## src/rtl/seq_param_calculator.sv

```systemverilog
// seq_param_calculator: clocked switch calculator. A debounced press of the
// active-low KEY0 button captures a, b and op, computes one operation and
// holds the registered result, flags and two active-low hex digits until the
// next press.
// Optional feature macro: SEQ_CALC_FLAGS_EN (defined = N/Z/C/V flags are
// computed; undefined = flags tied to 4'b0000 and no flag logic is built).
module seq_param_calculator #(
  parameter int WIDTH           = 4,
  parameter int DEBOUNCE_CYCLES = 4
) (
  input  logic             clk,
  input  logic             rst_n,
  input  logic [WIDTH-1:0] a,
  input  logic [WIDTH-1:0] b,
  input  logic [2:0]       op,
  input  logic             btn_n,
  output logic [WIDTH-1:0] out,
  output logic [3:0]       flags,
  output logic             busy,
  output logic             done,
  output logic [6:0]       seg_lo,
  output logic [6:0]       seg_hi
);

  localparam int CNT_W = (DEBOUNCE_CYCLES > 1) ? $clog2(DEBOUNCE_CYCLES) : 1;
  localparam logic [CNT_W-1:0] CNT_MAX = CNT_W'(DEBOUNCE_CYCLES - 1);
  localparam logic [WIDTH-1:0] SHIFT_LIMIT = WIDTH'(WIDTH);

  localparam logic [2:0] OP_ADD = 3'b000;
  localparam logic [2:0] OP_SUB = 3'b001;
  localparam logic [2:0] OP_AND = 3'b010;
  localparam logic [2:0] OP_OR  = 3'b011;
  localparam logic [2:0] OP_XOR = 3'b100;
  localparam logic [2:0] OP_SHL = 3'b101;
  localparam logic [2:0] OP_SHR = 3'b110;
  localparam logic [2:0] OP_ACC = 3'b111;

  typedef enum logic [1:0] {
    S_IDLE    = 2'd0,
    S_CAPTURE = 2'd1,
    S_EXEC    = 2'd2,
    S_DONE    = 2'd3
  } state_t;

  state_t           state;
  state_t           state_next;
  logic             sync1;
  logic             sync2;
  logic             deb_level;
  logic [CNT_W-1:0] deb_cnt;
  logic             press_pulse;
  logic [WIDTH-1:0] a_q;
  logic [WIDTH-1:0] b_q;
  logic [2:0]       op_q;
  logic [WIDTH-1:0] lhs;
  logic [WIDTH-1:0] res;
  logic [7:0]       out_ext;

  // Two-flop synchroniser for the asynchronous button; idles released (1).
  always_ff @(posedge clk) begin
    if (!rst_n) begin
      sync1 <= 1'b1;
      sync2 <= 1'b1;
    end else begin
      sync1 <= btn_n;
      sync2 <= sync1;
    end
  end

  // Debouncer: accept a new level after DEBOUNCE_CYCLES consecutive
  // differing samples, and pulse once when the accepted level falls.
  always_ff @(posedge clk) begin
    if (!rst_n) begin
      deb_level   <= 1'b1;
      deb_cnt     <= '0;
      press_pulse <= 1'b0;
    end else if (sync2 != deb_level) begin
      if (deb_cnt == CNT_MAX) begin
        deb_level   <= sync2;
        deb_cnt     <= '0;
        press_pulse <= ~sync2;
      end else begin
        deb_cnt     <= deb_cnt + 1'b1;
        press_pulse <= 1'b0;
      end
    end else begin
      deb_cnt     <= '0;
      press_pulse <= 1'b0;
    end
  end

  // FSM state register.
  always_ff @(posedge clk) begin
    if (!rst_n) state <= S_IDLE;
    else        state <= state_next;
  end

  // Next-state logic; presses outside IDLE are simply dropped.
  always_comb begin
    state_next = state;
    case (state)
      S_IDLE:    if (press_pulse) state_next = S_CAPTURE;
      S_CAPTURE: state_next = S_EXEC;
      S_EXEC:    state_next = S_DONE;
      S_DONE:    state_next = S_IDLE;
      default:   state_next = S_IDLE;
    endcase
  end

  assign busy = (state != S_IDLE);
  assign done = (state == S_DONE);

  // Operand capture: switches are only looked at in CAPTURE.
  always_ff @(posedge clk) begin
    if (!rst_n) begin
      a_q  <= '0;
      b_q  <= '0;
      op_q <= 3'b000;
    end else if (state == S_CAPTURE) begin
      a_q  <= a;
      b_q  <= b;
      op_q <= op;
    end
  end

  // ALU: ACC reuses the adder with the held result as its left operand.
  always_comb begin
    lhs = (op_q == OP_ACC) ? out : a_q;
    res = '0;
    case (op_q)
      OP_ADD, OP_ACC: res = lhs + b_q;
      OP_SUB:         res = a_q - b_q;
      OP_AND:         res = a_q & b_q;
      OP_OR:          res = a_q | b_q;
      OP_XOR:         res = a_q ^ b_q;
      OP_SHL:         res = (b_q >= SHIFT_LIMIT) ? '0 : (a_q << b_q);
      OP_SHR:         res = (b_q >= SHIFT_LIMIT) ? '0 : (a_q >> b_q);
      default:        res = '0;
    endcase
  end

  // Result register, loaded on the edge that leaves EXEC for DONE.
  always_ff @(posedge clk) begin
    if (!rst_n)                 out <= '0;
    else if (state == S_EXEC)   out <= res;
  end

`ifdef SEQ_CALC_FLAGS_EN
  logic [WIDTH:0] add_ext;
  logic           c_flag;
  logic           v_flag;

  // Carry and overflow for the arithmetic ops; logic ops leave them clear.
  always_comb begin
    add_ext = {1'b0, lhs} + {1'b0, b_q};
    c_flag  = 1'b0;
    v_flag  = 1'b0;
    case (op_q)
      OP_ADD, OP_ACC: begin
        c_flag = add_ext[WIDTH];
        v_flag = (lhs[WIDTH-1] == b_q[WIDTH-1]) && (res[WIDTH-1] != lhs[WIDTH-1]);
      end
      OP_SUB: begin
        c_flag = (a_q < b_q);
        v_flag = (a_q[WIDTH-1] != b_q[WIDTH-1]) && (res[WIDTH-1] != a_q[WIDTH-1]);
      end
      default: begin
        c_flag = 1'b0;
        v_flag = 1'b0;
      end
    endcase
  end

  // Flag register {N,Z,C,V}, updated together with the result.
  always_ff @(posedge clk) begin
    if (!rst_n)               flags <= 4'b0100;
    else if (state == S_EXEC) flags <= {res[WIDTH-1], (res == '0), c_flag, v_flag};
  end
`else
  assign flags = 4'b0000;
`endif

  function automatic logic [6:0] hex7(input logic [3:0] v);
    case (v)
      4'h0: hex7 = 7'b1000000;
      4'h1: hex7 = 7'b1111001;
      4'h2: hex7 = 7'b0100100;
      4'h3: hex7 = 7'b0110000;
      4'h4: hex7 = 7'b0011001;
      4'h5: hex7 = 7'b0010010;
      4'h6: hex7 = 7'b0000010;
      4'h7: hex7 = 7'b1111000;
      4'h8: hex7 = 7'b0000000;
      4'h9: hex7 = 7'b0010000;
      4'hA: hex7 = 7'b0001000;
      4'hB: hex7 = 7'b0000011;
      4'hC: hex7 = 7'b1000110;
      4'hD: hex7 = 7'b0100001;
      4'hE: hex7 = 7'b0000110;
      default: hex7 = 7'b0001110;
    endcase
  endfunction

  // Displays follow the held result; bits above WIDTH read as zero.
  assign out_ext = 8'(out);
  assign seg_lo  = hex7(out_ext[3:0]);
  assign seg_hi  = hex7(out_ext[7:4]);

endmodule

```

## config.mk

```make
export PLATFORM = sky130hd
export DESIGN_NAME = seq_param_calculator
export DESIGN_NICKNAME = d
export VERILOG_FILES = /design/src/rtl/seq_param_calculator.sv
export SDC_FILE = /design/constraint.sdc
export NUM_CORES = 1
export LEC_CHECK = 0
export CORE_ASPECT_RATIO = 0.75
export CORE_MARGIN = 4
export CORE_UTILIZATION = 45
export CTS_CLUSTER_DIAMETER = 60
export DETAILED_ROUTE_END_ITERATION = 6
export PLACE_DENSITY = 0.73
export SYNTH_ARGS = -nofsm -noshare
export SYNTH_HDL_FRONTEND = slang
export SYNTH_SLANG_ARGS = --single-unit
```

## constraint.sdc

```tcl
create_clock -name clk -period 6.8 [get_ports clk]
set_input_delay 1.7 -clock clk [delete_from_list [all_inputs] [get_ports clk]]
set_output_delay 1.7 -clock clk [all_outputs]
set_load 0.02 [all_outputs]
```

==> impl_metrics.prom, run 1 <==
# TYPE chip_impl_metric gauge
chip_impl_metric{name="grt_max_degree",unit=""} 24
chip_impl_metric{name="count_of_synthesis_stage_warnings_from_yosys",unit=""} 0
chip_impl_metric{name="design_power_total",unit="uW"} 711
chip_impl_metric{name="clk_path_buf_depth",unit=""} 2
chip_impl_metric{name="synth-edff-count",unit=""} 0
chip_impl_metric{name="power.share.switching",unit="%"} 34.0
chip_impl_info{name="synth.cells.most_frequent",value="sky130_fd_sc_hd__dfxtp_1 (30), sky130_fd_sc_hd__ha_1 (27), sky130_fd_sc_hd__inv_1 (24), sky130_fd_sc_hd__nor2_1 (24), sky130_fd_sc_hd__mux2i_1 (17)"} 1
chip_impl_metric{name="layout.nets",unit=""} 320
chip_impl_metric{name="critical-path-max-stage-delay",unit="ns"} 0.70
chip_impl_metric{name="gr-total-overflow",unit=""} 0
chip_impl_metric{name="first_global_vias",unit=""} 1669
chip_impl_info{name="violations",value="DRC"} 1
chip_impl_metric{name="worst-endpoint-required",unit="ns"} 6.96
chip_impl_metric{name="tightest_slew",unit="ns"} 0.719
chip_impl_metric{name="asyncSetResetFlopFracSynth",unit="%"} 0
chip_impl_info{name="timing.critical_path.from_type",value="flip-flop"} 1
chip_impl_info{name="r2r-start",value="op_q[1]"} 1
chip_impl_info{name="critPathSlowestCell",value="sky130_fd_sc_hd__dfxtp_1"} 1
chip_impl_metric{name="dr_iter_0_viols",unit=""} 136
chip_impl_metric{name="maxSlewHeadroom",unit="%"} 52.0
chip_impl_metric{name="floorplan.initialDensity",unit="%"} 46.8
chip_impl_info{name="status",value="complete, but fails checks"} 1
chip_impl_metric{name="drive_above_1_share",unit="%"} 7.91
chip_impl_metric{name="drc_errors",unit=""} 1
chip_impl_metric{name="sequential_cell_area",unit="um2"} 601
chip_impl_metric{name="post_synth_num_cell_types",unit=""} 60
chip_impl_metric{name="final.hold.worst_slack",unit="ns"} 0.409
chip_impl_info{name="ctsRootBufferMaster",value="sky130_fd_sc_hd__clkbuf_8"} 1
chip_impl_info{name="netlist.top_cell.by_area",value="sky130_fd_sc_hd__dfxtp_1"} 1
chip_impl_metric{name="fin_crit",unit="ns"} 3.95
chip_impl_metric{name="gp_congestion",unit=""} 0.850
chip_impl_info{name="endpoint_kind",value="flip-flop"} 1
chip_impl_metric{name="cts-buffers-inserted",unit=""} 5
chip_impl_metric{name="number_of_hold_repair_buffers_added_at_the_cts_stage",unit=""} 0
chip_impl_metric{name="dr.pass1.iters",unit=""} 6
chip_impl_info{name="setup.worst_path.class",value="flip-flop to flip-flop"} 1
chip_impl_info{name="library_cell_with_the_highest_instance_count_after_synthesis",value="sky130_fd_sc_hd__dfxtp_1"} 1
chip_impl_metric{name="critical_path.max_fanout",unit=""} 17
chip_impl_metric{name="design.die.area",unit="um2"} 6320
chip_impl_metric{name="core-area",unit="um2"} 4900
chip_impl_metric{name="number_of_antenna_violations_at_the_first_check_in_global_routing",unit=""} 0
chip_impl_metric{name="total_number_of_vias",unit=""} 1769
chip_impl_metric{name="num_rows",unit=""} 22
chip_impl_metric{name="postLayoutCellArea",unit="um2"} 2670
chip_impl_metric{name="register_bit_total_from_synthesis",unit=""} 30
chip_impl_metric{name="die_width",unit="um"} 90.5
chip_impl_metric{name="layout_worst_path_cycle_share",unit="%"} 58.1
chip_impl_metric{name="synth_sequential_area_ratio",unit="%"} 26.2
chip_impl_info{name="min_from",value="sync1"} 1
chip_impl_metric{name="power.net_switching",unit="uW"} 241
chip_impl_metric{name="synthDominantCellAreaShare",unit="%"} 26.2
chip_impl_metric{name="critical_path_arrival",unit="ns"} 4.11
chip_impl_metric{name="power_density",unit="nW/um2"} 266
chip_impl_metric{name="clk_pin_slew_worst_paths",unit="ns"} 0.07
chip_impl_metric{name="power_report.internal_total",unit="uW"} 469
chip_impl_metric{name="cp.buffers_inverters",unit=""} 2
chip_impl_metric{name="post_cts.resized_instances",unit=""} 0
chip_impl_metric{name="clkPwrFrac",unit="%"} 32.1
chip_impl_metric{name="fmax",unit="MHz"} 253
chip_impl_metric{name="place.port_buffers",unit=""} 26
chip_impl_metric{name="vias_per_cell",unit=""} 5.23
chip_impl_metric{name="ios",unit=""} 38
chip_impl_metric{name="multi_input_area",unit="um2"} 1500
chip_impl_metric{name="num-fill-cells",unit=""} 453
chip_impl_metric{name="cts_num_sinks",unit=""} 30
chip_impl_metric{name="ir_drop",unit="mV"} 0.213
chip_impl_metric{name="clock_insertion_delay_worst_skew",unit="ns"} 0.29
chip_impl_metric{name="post-cts-setup-buffer-count",unit=""} 0
chip_impl_metric{name="synth.cell_area",unit="um2"} 2290
chip_impl_metric{name="seqPwrFrac",unit="%"} 33.2
chip_impl_metric{name="grt_pass1_wl",unit="um"} 8160
chip_impl_info{name="tritoncts",value="yes"} 1
chip_impl_metric{name="mean_instance_size_in_the_synthesized_netlist",unit="um2"} 8.89
chip_impl_metric{name="htree_num_levels",unit=""} 2
chip_impl_info{name="timing.critical_path.mode_cell",value="sky130_fd_sc_hd__inv_1"} 1
chip_impl_metric{name="report.final.hold_viol_count",unit=""} 0
chip_impl_metric{name="setup_violations",unit=""} 0
chip_impl_metric{name="skew",unit="ns"} 0.00692
chip_impl_info{name="biggest_area_contributors_in_the_synthesized_netlist",value="sky130_fd_sc_hd__dfxtp_1 (26%), sky130_fd_sc_hd__ha_1 (15%), sky130_fd_sc_hd__mux2i_1 (7.4%)"} 1
chip_impl_metric{name="postSynthCellCount",unit=""} 258
chip_impl_info{name="hold_path_class",value="flip-flop to flip-flop"} 1
chip_impl_metric{name="postPlaceCellArea",unit="um2"} 2530
chip_impl_info{name="timing.critical_path.cells",value="nand3_1, mux2_2, ha_1, inv_1, fa_1, xnor2_1, nor2_1, a221oi_2, nand2_1, inv_1, mux4_2"} 1
chip_impl_info{name="crit_family",value="multiplexers"} 1
chip_impl_metric{name="wire_per_inst",unit="um"} 14.4
chip_impl_info{name="rsz0062_at_grt",value="false"} 1
chip_impl_metric{name="placed_cells",unit=""} 330
chip_impl_metric{name="instances_no_fill",unit=""} 338
chip_impl_metric{name="detailed_place_hpwl",unit="um"} 3590
chip_impl_metric{name="timing.setup.tns",unit="ns"} 0
chip_impl_info{name="startpoint",value="op_q[1]"} 1
chip_impl_metric{name="finalMaxSlewViolations",unit=""} 0
chip_impl_metric{name="global_route.usage.total",unit="%"} 15.8
chip_impl_metric{name="area_growth_syn_to_fin",unit="%"} 16.3
chip_impl_metric{name="leakagePower",unit="uW"} 0.00105
chip_impl_info{name="synth_ff_type",value="sky130_fd_sc_hd__dfxtp_1"} 1
chip_impl_metric{name="maxCapViolations",unit=""} 0
chip_impl_metric{name="die_y",unit="um"} 69.8
chip_impl_metric{name="comb_power_share",unit="%"} 34.8
chip_impl_metric{name="routed_wirelength",unit="um"} 4850
chip_impl_metric{name="num_antenna_cells",unit=""} 0
chip_impl_metric{name="detail-route-antenna-nets",unit=""} 0
[metal layers]
metal / routed length, um / up-vias / global-route usage (%)
li1: - / 906 / -
met1: 2420 / 815 / 22.3
met2: 2150 / 40 / 24.0
met3: 222 / 8 / 2.93
met4: 68 / 0 / 5.60
met5: 0 / - / 0
[state kept, by name (all words and copies together) (netlist names)]
| name | count |
|---|---|
| state | 2 |
| sync2 | 1 |
| seg_lo | 7 |
| press_pulse | 1 |
| deb_level | 1 |
| sync1 | 1 |
| op_q | 3 |
| b_q | 4 |
| a_q | 4 |
| out | 4 |
| deb_cnt | 2 |
[layout make-up]
cell class,count,area share [%]
multi-input cells,189,56.1
clock inverters,2,2.25
well taps,60,2.81
inverters,25,3.52
repair buffers,26,9.75
clock buffers,6,3.09
flip-flops and latches,30,22.5
[cells in the final DEF, fill, tap and decap left out, types with 3 or more instances in the layout]
cell,count
sky130_fd_sc_hd__o21ai_0,4
sky130_fd_sc_hd__nand3b_1,4
sky130_fd_sc_hd__nor2_1,24
sky130_fd_sc_hd__inv_1,24
sky130_fd_sc_hd__ha_1,27
sky130_fd_sc_hd__mux2_2,6
sky130_fd_sc_hd__nand2_1,10
sky130_fd_sc_hd__nor3_1,3
sky130_fd_sc_hd__clkdlybuf4s50_1,26
sky130_fd_sc_hd__conb_1,11
sky130_fd_sc_hd__nand2b_1,10
sky130_fd_sc_hd__nand3_1,7
sky130_fd_sc_hd__a21oi_1,9
sky130_fd_sc_hd__nor3b_1,5
sky130_fd_sc_hd__dfxtp_1,30
sky130_fd_sc_hd__mux2i_1,17
sky130_fd_sc_hd__clkbuf_8,6
[worst register-to-register path: stages (launching register included)]
cell and delay, ns:
sky130_fd_sc_hd__dfxtp_1 0.70, sky130_fd_sc_hd__nand3_1 0.45, sky130_fd_sc_hd__mux2_2 0.34, sky130_fd_sc_hd__ha_1 0.17
sky130_fd_sc_hd__inv_1 0.06, sky130_fd_sc_hd__fa_1 0.38, sky130_fd_sc_hd__xnor2_1 0.14, sky130_fd_sc_hd__nor2_1 0.07
sky130_fd_sc_hd__a221oi_2 0.61, sky130_fd_sc_hd__nand2_1 0.24, sky130_fd_sc_hd__inv_1 0.16, sky130_fd_sc_hd__mux4_2 0.51
[final timing paths]
check / endpoint / slack [ns] / cells after the start
min reg2reg: sync2 / 0.41 / 1
min: sync2 / 0.41 / 1
max: seg_lo[3] / 2.85 / 11
max reg2reg: seg_lo[3] / 2.85 / 11
[through the flow]
stage	utilization, %	setup WS, ns
after floorplan	-	3.68
after global placement	51.6	2.73
after detailed placement	51.6	2.61
after CTS	54.5	2.90
after global routing	54.5	2.56
final	54.5	2.85
[power groups by stage]
stage / clock (uW) / sequential (uW) / combinational (uW)
detailed placement: 0 / 239 / 245
global route: 239 / 240 / 276
floorplan: 0 / 220 / 208
CTS: 232 / 235 / 247
finish: 228 / 236 / 247
global placement: 0 / 238 / 238
[kinds of logic after synthesis]
kind of cell    Yosys count  synth area share (%)
other cells               2                 0.327
fa+ha+maj                30                  16.9
xor+xnor                  4                  1.53
compound gates           42                  14.8
flops                    30                  26.2
buf+inv                  48                  10.1
mux                      25                  11.8
simple gates             77                  18.4
Power figures use the tool's default switching activity.
==> run 2: changes to the inputs <==
==> constraint.sdc (replaced) <==
create_clock -name clk -period 3.7 [get_ports clk]
set_input_delay 0.925 -clock clk [delete_from_list [all_inputs] [get_ports clk]]
set_output_delay 0.925 -clock clk [all_outputs]
set_load 0.02 [all_outputs]
==> run 2 against run 1 <==
  * The flow now finishes without violations
  * Die area unchanged
  * Sequential share of layout area decreased by 0.16 points
  * Clock power increased by 46%
  * Maximum frequency increased by 21%
  * Sequential power increased by 75%
  * Utilization increased by 0.38 points
  * First-iteration DRC count increased by 30%
  * Critical endpoint unchanged
==> impl_metrics.prom, run 2 (same netlist as run 1, synthesis figures left out) <==
# TYPE chip_impl_metric gauge
chip_impl_metric{name="ios",unit=""} 38
chip_impl_metric{name="fmax",unit="MHz"} 307
chip_impl_metric{name="routed_wirelength",unit="um"} 5040
chip_impl_metric{name="grt_pass1_wl",unit="um"} 8430
chip_impl_metric{name="postPlaceCellArea",unit="um2"} 2580
chip_impl_metric{name="timing.hold.worst_path_depth",unit=""} 1
chip_impl_info{name="status",value="finished, final reports clean"} 1
chip_impl_metric{name="clk_pin_slew_worst_paths",unit="ns"} 0.07
chip_impl_metric{name="wire_per_inst",unit="um"} 14.6
chip_impl_metric{name="power_density",unit="nW/um2"} 461
chip_impl_metric{name="fin_crit",unit="ns"} 3.26
chip_impl_info{name="setup.worst_path.class",value="flip-flop to flip-flop"} 1
chip_impl_metric{name="global_route.usage.total",unit="%"} 16.4
chip_impl_metric{name="setup_violations",unit=""} 0
chip_impl_metric{name="critical_path.max_fanout",unit=""} 14
chip_impl_metric{name="num_rows",unit=""} 22
chip_impl_metric{name="gr-total-overflow",unit=""} 0
chip_impl_metric{name="die_y",unit="um"} 69.8
chip_impl_info{name="top_library_cells_by_usage_in_the_layout_fill_and_taps_aside",value="sky130_fd_sc_hd__dfxtp_1 (30), sky130_fd_sc_hd__ha_1 (27), sky130_fd_sc_hd__clkdlybuf4s50_1 (26)"} 1
chip_impl_metric{name="layout.nets",unit=""} 327
chip_impl_metric{name="gp_congestion",unit=""} 1.03
chip_impl_metric{name="dr.pass1.iters",unit=""} 5
chip_impl_metric{name="postLayoutCellArea",unit="um2"} 2690
chip_impl_metric{name="die_width",unit="um"} 90.5
chip_impl_metric{name="cts-buffers-inserted",unit=""} 5
chip_impl_metric{name="dr_iter_0_viols",unit=""} 177
chip_impl_metric{name="layout_worst_path_cycle_share",unit="%"} 88.1
chip_impl_metric{name="num_antenna_cells",unit=""} 0
chip_impl_info{name="hold_path_class",value="flip-flop to flip-flop"} 1
chip_impl_metric{name="htree_num_levels",unit=""} 2
chip_impl_metric{name="number_of_flip_flops_under_the_largest_register_name",unit=""} 7
chip_impl_metric{name="report.final.hold_viol_count",unit=""} 0
chip_impl_metric{name="grt_max_degree",unit=""} 19
chip_impl_metric{name="cts_num_sinks",unit=""} 30
chip_impl_metric{name="leakagePower",unit="uW"} 0.00107
chip_impl_metric{name="drc_errors",unit=""} 0
chip_impl_info{name="timing.critical_path.from_type",value="flip-flop"} 1
chip_impl_metric{name="floorplan.initialDensity",unit="%"} 46.8
chip_impl_metric{name="finalMaxSlewViolations",unit=""} 0
chip_impl_metric{name="critical_path_arrival",unit="ns"} 3.42
chip_impl_metric{name="total_number_of_vias",unit=""} 1845
chip_impl_metric{name="maxCapViolations",unit=""} 0
chip_impl_metric{name="clock_insertion_delay_worst_skew",unit="ns"} 0.29
chip_impl_metric{name="number_of_antenna_violations_at_the_first_check_in_global_routing",unit=""} 0
chip_impl_info{name="rsz0062_at_grt",value="false"} 1
chip_impl_metric{name="design.die.area",unit="um2"} 6320
chip_impl_metric{name="number_of_hold_repair_buffers_added_at_the_cts_stage",unit=""} 0
chip_impl_metric{name="place.port_buffers",unit=""} 26
chip_impl_metric{name="r2r.worst_path.cells",unit=""} 11
chip_impl_metric{name="timing.setup.tns",unit="ns"} 0
chip_impl_metric{name="drive_above_1_share",unit="%"} 10.2
chip_impl_metric{name="area_growth_syn_to_fin",unit="%"} 17.1
chip_impl_metric{name="skew",unit="ns"} 0.00677
chip_impl_metric{name="detailed_place_hpwl",unit="um"} 3790
chip_impl_metric{name="first_global_vias",unit=""} 1744
chip_impl_metric{name="vias_per_cell",unit=""} 5.35
chip_impl_metric{name="post_cts.resized_instances",unit=""} 0
chip_impl_info{name="endpoint_kind",value="flip-flop"} 1
chip_impl_metric{name="clk_path_buf_depth",unit=""} 2
chip_impl_metric{name="maxSlewHeadroom",unit="%"} 55.2
chip_impl_info{name="mostFrequentLayoutCell",value="sky130_fd_sc_hd__dfxtp_1"} 1
chip_impl_metric{name="worst-endpoint-required",unit="ns"} 3.86
chip_impl_metric{name="core-area",unit="um2"} 4900
chip_impl_info{name="ctsRootBufferMaster",value="sky130_fd_sc_hd__clkbuf_8"} 1
chip_impl_metric{name="post-cts-setup-buffer-count",unit=""} 0
chip_impl_metric{name="detail-route-antenna-nets",unit=""} 0
chip_impl_metric{name="ir_drop",unit="mV"} 0.285
chip_impl_metric{name="tightest_slew",unit="ns"} 0.672
chip_impl_info{name="tritoncts",value="yes"} 1
run 2: routing by layer:
layer,vias to the layer above,GRT usage [%],wire (um)
li1,919,-,-
met1,862,23.6,2480
met2,55,24.6,2150
met3,9,4.77,383
met4,0,3.06,37
met5,-,0,0
run 2: power breakdown:
| group | switching (uW) | internal, uW |
|---|---|---|
| registers | 55.0 | 357 |
| clock network | 136 | 198 |
| logic | 265 | 227 |
| total | 456 | 783 |
run 2: worst paths after layout:
check	slack, ns	startpoint	endpoint
setup / recovery	0.44	b_q[1]	seg_lo[3]
hold / removal	0.42	sync1	sync2
setup reg to reg	0.44	b_q[1]	seg_lo[3]
hold reg to reg	0.42	sync1	sync2
run 2: worst max-delay path, cell delays in order, from the launching register on:
cell                       delay [ns]
sky130_fd_sc_hd__dfxtp_1         0.61
sky130_fd_sc_hd__inv_1           0.26
sky130_fd_sc_hd__ha_1            0.36
sky130_fd_sc_hd__inv_1           0.05
sky130_fd_sc_hd__a221oi_1        0.30
sky130_fd_sc_hd__a21oi_1         0.06
sky130_fd_sc_hd__o311ai_0        0.12
sky130_fd_sc_hd__a22oi_1         0.17
sky130_fd_sc_hd__nor2_1          0.27
sky130_fd_sc_hd__inv_1           0.15
sky130_fd_sc_hd__ha_1            0.31
sky130_fd_sc_hd__mux4_2          0.47
run 2: cell type report:
class,instances,area [um2]
fillers,477,2210
multi-input cells,189,1500
flip-flops and latches,30,601
repair buffers,33,313
inverters,25,93.8
well taps,60,75.1
clock buffers,5,68.8
clock inverters,3,40.0
run 2: through the flow:
| step | total power, uW | std cells | util (%) | worst slack, ns | hold slack (ns) |
|---|---|---|---|---|---|
| 2_1_floorplan | 787 | 267 | - | 0.642 | 0.386 |
| 3_3_place_gp | 890 | 337 | 52.6 | 0.594 | 0.395 |
| 4_1_cts | 1240 | 345 | 54.9 | 0.459 | 0.423 |
| 6_report | 1240 | 345 | 54.9 | 0.440 | 0.422 |
| 3_5_place_dp | 904 | 337 | 52.6 | 0.455 | 0.402 |
| 5_1_grt | 1310 | 345 | 54.9 | 0.218 | 0.439 |
==> run 3: changes to the inputs <==
--- a/config.mk
+++ b/config.mk
@@ -11,6 +11,7 @@
 export CTS_CLUSTER_DIAMETER = 60
 export DETAILED_ROUTE_END_ITERATION = 6
 export PLACE_DENSITY = 0.73
+export RECOVER_POWER = 100
 export SYNTH_ARGS = -nofsm -noshare
 export SYNTH_HDL_FRONTEND = slang
 export SYNTH_SLANG_ARGS = --single-unit
==> run 3 against run 2 <==
  * Clock skew fell by 0.00095 ns
  * Global-route usage did not move
  * Combinational power fell by 2%
  * Critical path depth stayed put
  * Clock-buffer cell count is the same
  * Sequential power hardly changed
  * Clock power barely moved
  * First-iteration DRC count fell by 27%
  * Sequential share of layout area rose by 0.26 points
  * Sequential cell count is the same
  * Non-clock buffer count unchanged
  * Register-to-register slack worse by 0.13 ns
  * Critical endpoint is now seg_lo[2]
  * Largest cell class unchanged
==> impl_metrics.prom, run 3 (same netlist as run 1, synthesis figures left out) <==
# TYPE chip_impl_metric gauge
chip_impl_metric{name="fmax",unit="MHz"} 295
chip_impl_metric{name="tightest_slew",unit="ns"} 0.924
chip_impl_metric{name="detail-route-antenna-nets",unit=""} 0
chip_impl_info{name="top_library_cells_by_usage_in_the_layout_fill_and_taps_aside",value="sky130_fd_sc_hd__dfxtp_1 (30), sky130_fd_sc_hd__ha_1 (27), sky130_fd_sc_hd__inv_1 (24), sky130_fd_sc_hd__nor2_1 (24), sky130_fd_sc_hd__mux2i_1 (17)"} 1
chip_impl_metric{name="maxSlewHeadroom",unit="%"} 38.4
chip_impl_metric{name="drc_errors",unit=""} 0
chip_impl_metric{name="skew",unit="ns"} 0.00582
chip_impl_metric{name="layout_worst_path_cycle_share",unit="%"} 91.7
chip_impl_metric{name="ir_drop",unit="mV"} 0.283
chip_impl_info{name="rsz0062_at_grt",value="false"} 1
chip_impl_metric{name="gr-total-overflow",unit=""} 0
chip_impl_metric{name="comb_power_share",unit="%"} 39.3
chip_impl_metric{name="dr_iter_0_viols",unit=""} 130
chip_impl_metric{name="design.die.area",unit="um2"} 6320
chip_impl_metric{name="wire_per_inst",unit="um"} 14.6
chip_impl_metric{name="critical_path.max_fanout",unit=""} 8
chip_impl_metric{name="number_of_antenna_violations_at_the_first_check_in_global_routing",unit=""} 0
chip_impl_info{name="endpoint_kind",value="flip-flop"} 1
chip_impl_metric{name="place.port_buffers",unit=""} 26
chip_impl_metric{name="clkPwrFrac",unit="%"} 27.1
chip_impl_metric{name="worst-endpoint-required",unit="ns"} 3.88
chip_impl_metric{name="grt_pass1_wl",unit="um"} 8430
chip_impl_metric{name="power_report.internal_total",unit="uW"} 775
chip_impl_metric{name="vias_per_cell",unit=""} 5.37
chip_impl_metric{name="die_y",unit="um"} 69.8
chip_impl_metric{name="num_antenna_cells",unit=""} 0
chip_impl_metric{name="maxCapViolations",unit=""} 0
chip_impl_metric{name="ios",unit=""} 38
chip_impl_metric{name="post_cts.resized_instances",unit=""} 0
chip_impl_metric{name="dr.pass1.iters",unit=""} 5
chip_impl_metric{name="report.final.hold_viol_count",unit=""} 0
chip_impl_metric{name="seqPwrFrac",unit="%"} 33.6
chip_impl_metric{name="die_width",unit="um"} 90.5
chip_impl_info{name="setup.worst_path.class",value="flip-flop to flip-flop"} 1
chip_impl_metric{name="floorplan.initialDensity",unit="%"} 46.8
chip_impl_info{name="tritoncts",value="yes"} 1
chip_impl_metric{name="power_density",unit="nW/um2"} 462
chip_impl_info{name="hold_path_class",value="flip-flop to flip-flop"} 1
chip_impl_metric{name="fin_crit",unit="ns"} 3.39
chip_impl_info{name="mostFrequentLayoutCell",value="sky130_fd_sc_hd__dfxtp_1"} 1
chip_impl_metric{name="num_rows",unit=""} 22
chip_impl_metric{name="critical_path_arrival",unit="ns"} 3.57
chip_impl_metric{name="leakagePower",unit="uW"} 0.00109
chip_impl_metric{name="number_of_flip_flops_under_the_largest_register_name",unit=""} 7
chip_impl_info{name="status",value="finished, final reports clean"} 1
chip_impl_metric{name="first_global_vias",unit=""} 1744
chip_impl_metric{name="layout.nets",unit=""} 327
chip_impl_metric{name="number_of_hold_repair_buffers_added_at_the_cts_stage",unit=""} 0
chip_impl_metric{name="post-cts-setup-buffer-count",unit=""} 0
chip_impl_info{name="ctsRootBufferMaster",value="sky130_fd_sc_hd__clkbuf_8"} 1
chip_impl_metric{name="grt_max_degree",unit=""} 19
chip_impl_metric{name="detailed_place_hpwl",unit="um"} 3790
chip_impl_metric{name="clk_pin_slew_worst_paths",unit="ns"} 0.07
chip_impl_metric{name="drive_above_1_share",unit="%"} 8.07
chip_impl_metric{name="design_power_total",unit="uW"} 1230
chip_impl_metric{name="total_number_of_vias",unit=""} 1851
chip_impl_metric{name="htree_num_levels",unit=""} 2
chip_impl_metric{name="area_growth_syn_to_fin",unit="%"} 15.8
chip_impl_metric{name="finalMaxSlewViolations",unit=""} 0
chip_impl_metric{name="global_route.usage.total",unit="%"} 16.4
chip_impl_metric{name="clock_insertion_delay_worst_skew",unit="ns"} 0.29
chip_impl_metric{name="core-area",unit="um2"} 4900
chip_impl_info{name="timing.critical_path.from_type",value="flip-flop"} 1
chip_impl_metric{name="power.share.switching",unit="%"} 36.8
chip_impl_metric{name="gp_congestion",unit=""} 1.03
chip_impl_metric{name="clk_path_buf_depth",unit=""} 2
chip_impl_metric{name="cts_num_sinks",unit=""} 30
chip_impl_metric{name="power.net_switching",unit="uW"} 451
chip_impl_metric{name="routed_wirelength",unit="um"} 5020
chip_impl_metric{name="setup_violations",unit=""} 0
chip_impl_metric{name="timing.setup.tns",unit="ns"} 0
chip_impl_metric{name="cts-buffers-inserted",unit=""} 5
run 3: changes by cell type in the layout (fill, tap and decap cells not counted), moves of 3 or more:
cell and delta:
sky130_fd_sc_hd__clkdlybuf4s50_1 -14, sky130_fd_sc_hd__dlygate4sd3_1 +14, sky130_fd_sc_hd__buf_4 -3, sky130_fd_sc_hd__clkbuf_1 +3
run 3: layout make-up:
type / instances / area [um2]
fillers: 486 / 2240
multi-input cells: 189 / 1480
flip-flops and latches: 30 / 601
repair buffers: 33 / 302
inverters: 25 / 93.8
well taps: 60 / 75.1
clock buffers: 5 / 68.8
clock inverters: 3 / 40.0
run 3: layer usage:
| metal | GRT usage (%) | part of all wire, % |
|---|---|---|
| met1 | 23.6 | 49 |
| met2 | 24.6 | 43 |
| met3 | 4.77 | 7.7 |
| met4 | 3.06 | 0.80 |
| met5 | 0 | 0 |
run 3: final timing paths:
kind / startpoint / endpoint / slack [ns] / cells past startpoint
min: sync1 / sync2 / 0.42 / 1
max: op_q[0] / seg_lo[2] / 0.31 / 11
max reg2reg: op_q[0] / seg_lo[2] / 0.31 / 11
min reg2reg: sync1 / sync2 / 0.42 / 1
run 3: power groups by stage:
stage,Clock (uW),Combinational (uW),Sequential [uW]
2_1_floorplan,0,383,405
3_3_place_gp,0,472,418
3_5_place_dp,0,485,419
4_1_cts,334,490,411
5_1_grt,349,535,420
6_report,333,482,411
run 3: worst max-delay path: stages (launching register included):
cell and delay [ns]:
sky130_fd_sc_hd__dfxtp_1 0.35, sky130_fd_sc_hd__nand3_1 0.15, sky130_fd_sc_hd__clkbuf_1 0.32, sky130_fd_sc_hd__mux2_2 0.38, sky130_fd_sc_hd__ha_1 0.32, sky130_fd_sc_hd__a21oi_1 0.18, sky130_fd_sc_hd__a21oi_1 0.12, sky130_fd_sc_hd__o211a_1 0.23
sky130_fd_sc_hd__o211a_1 0.24, sky130_fd_sc_hd__a211oi_2 0.45, sky130_fd_sc_hd__o21ai_0 0.30, sky130_fd_sc_hd__a21o_1 0.23
run 3: per-stage QoR:
| step | worst slack (ns) | std cells | cell area, um2 | util [%] | hold slack, ns |
|---|---|---|---|---|---|
| CTS | 0.459 | 345 | 2690 | 54.9 | 0.423 |
| floorplan | 0.642 | 267 | 2330 | - | 0.386 |
| finish | 0.308 | 345 | 2660 | 54.2 | 0.422 |
| detailed placement | 0.455 | 337 | 2580 | 52.6 | 0.402 |
| global route | 0.115 | 345 | 2660 | 54.2 | 0.439 |
| global placement | 0.594 | 337 | 2580 | 52.6 | 0.395 |
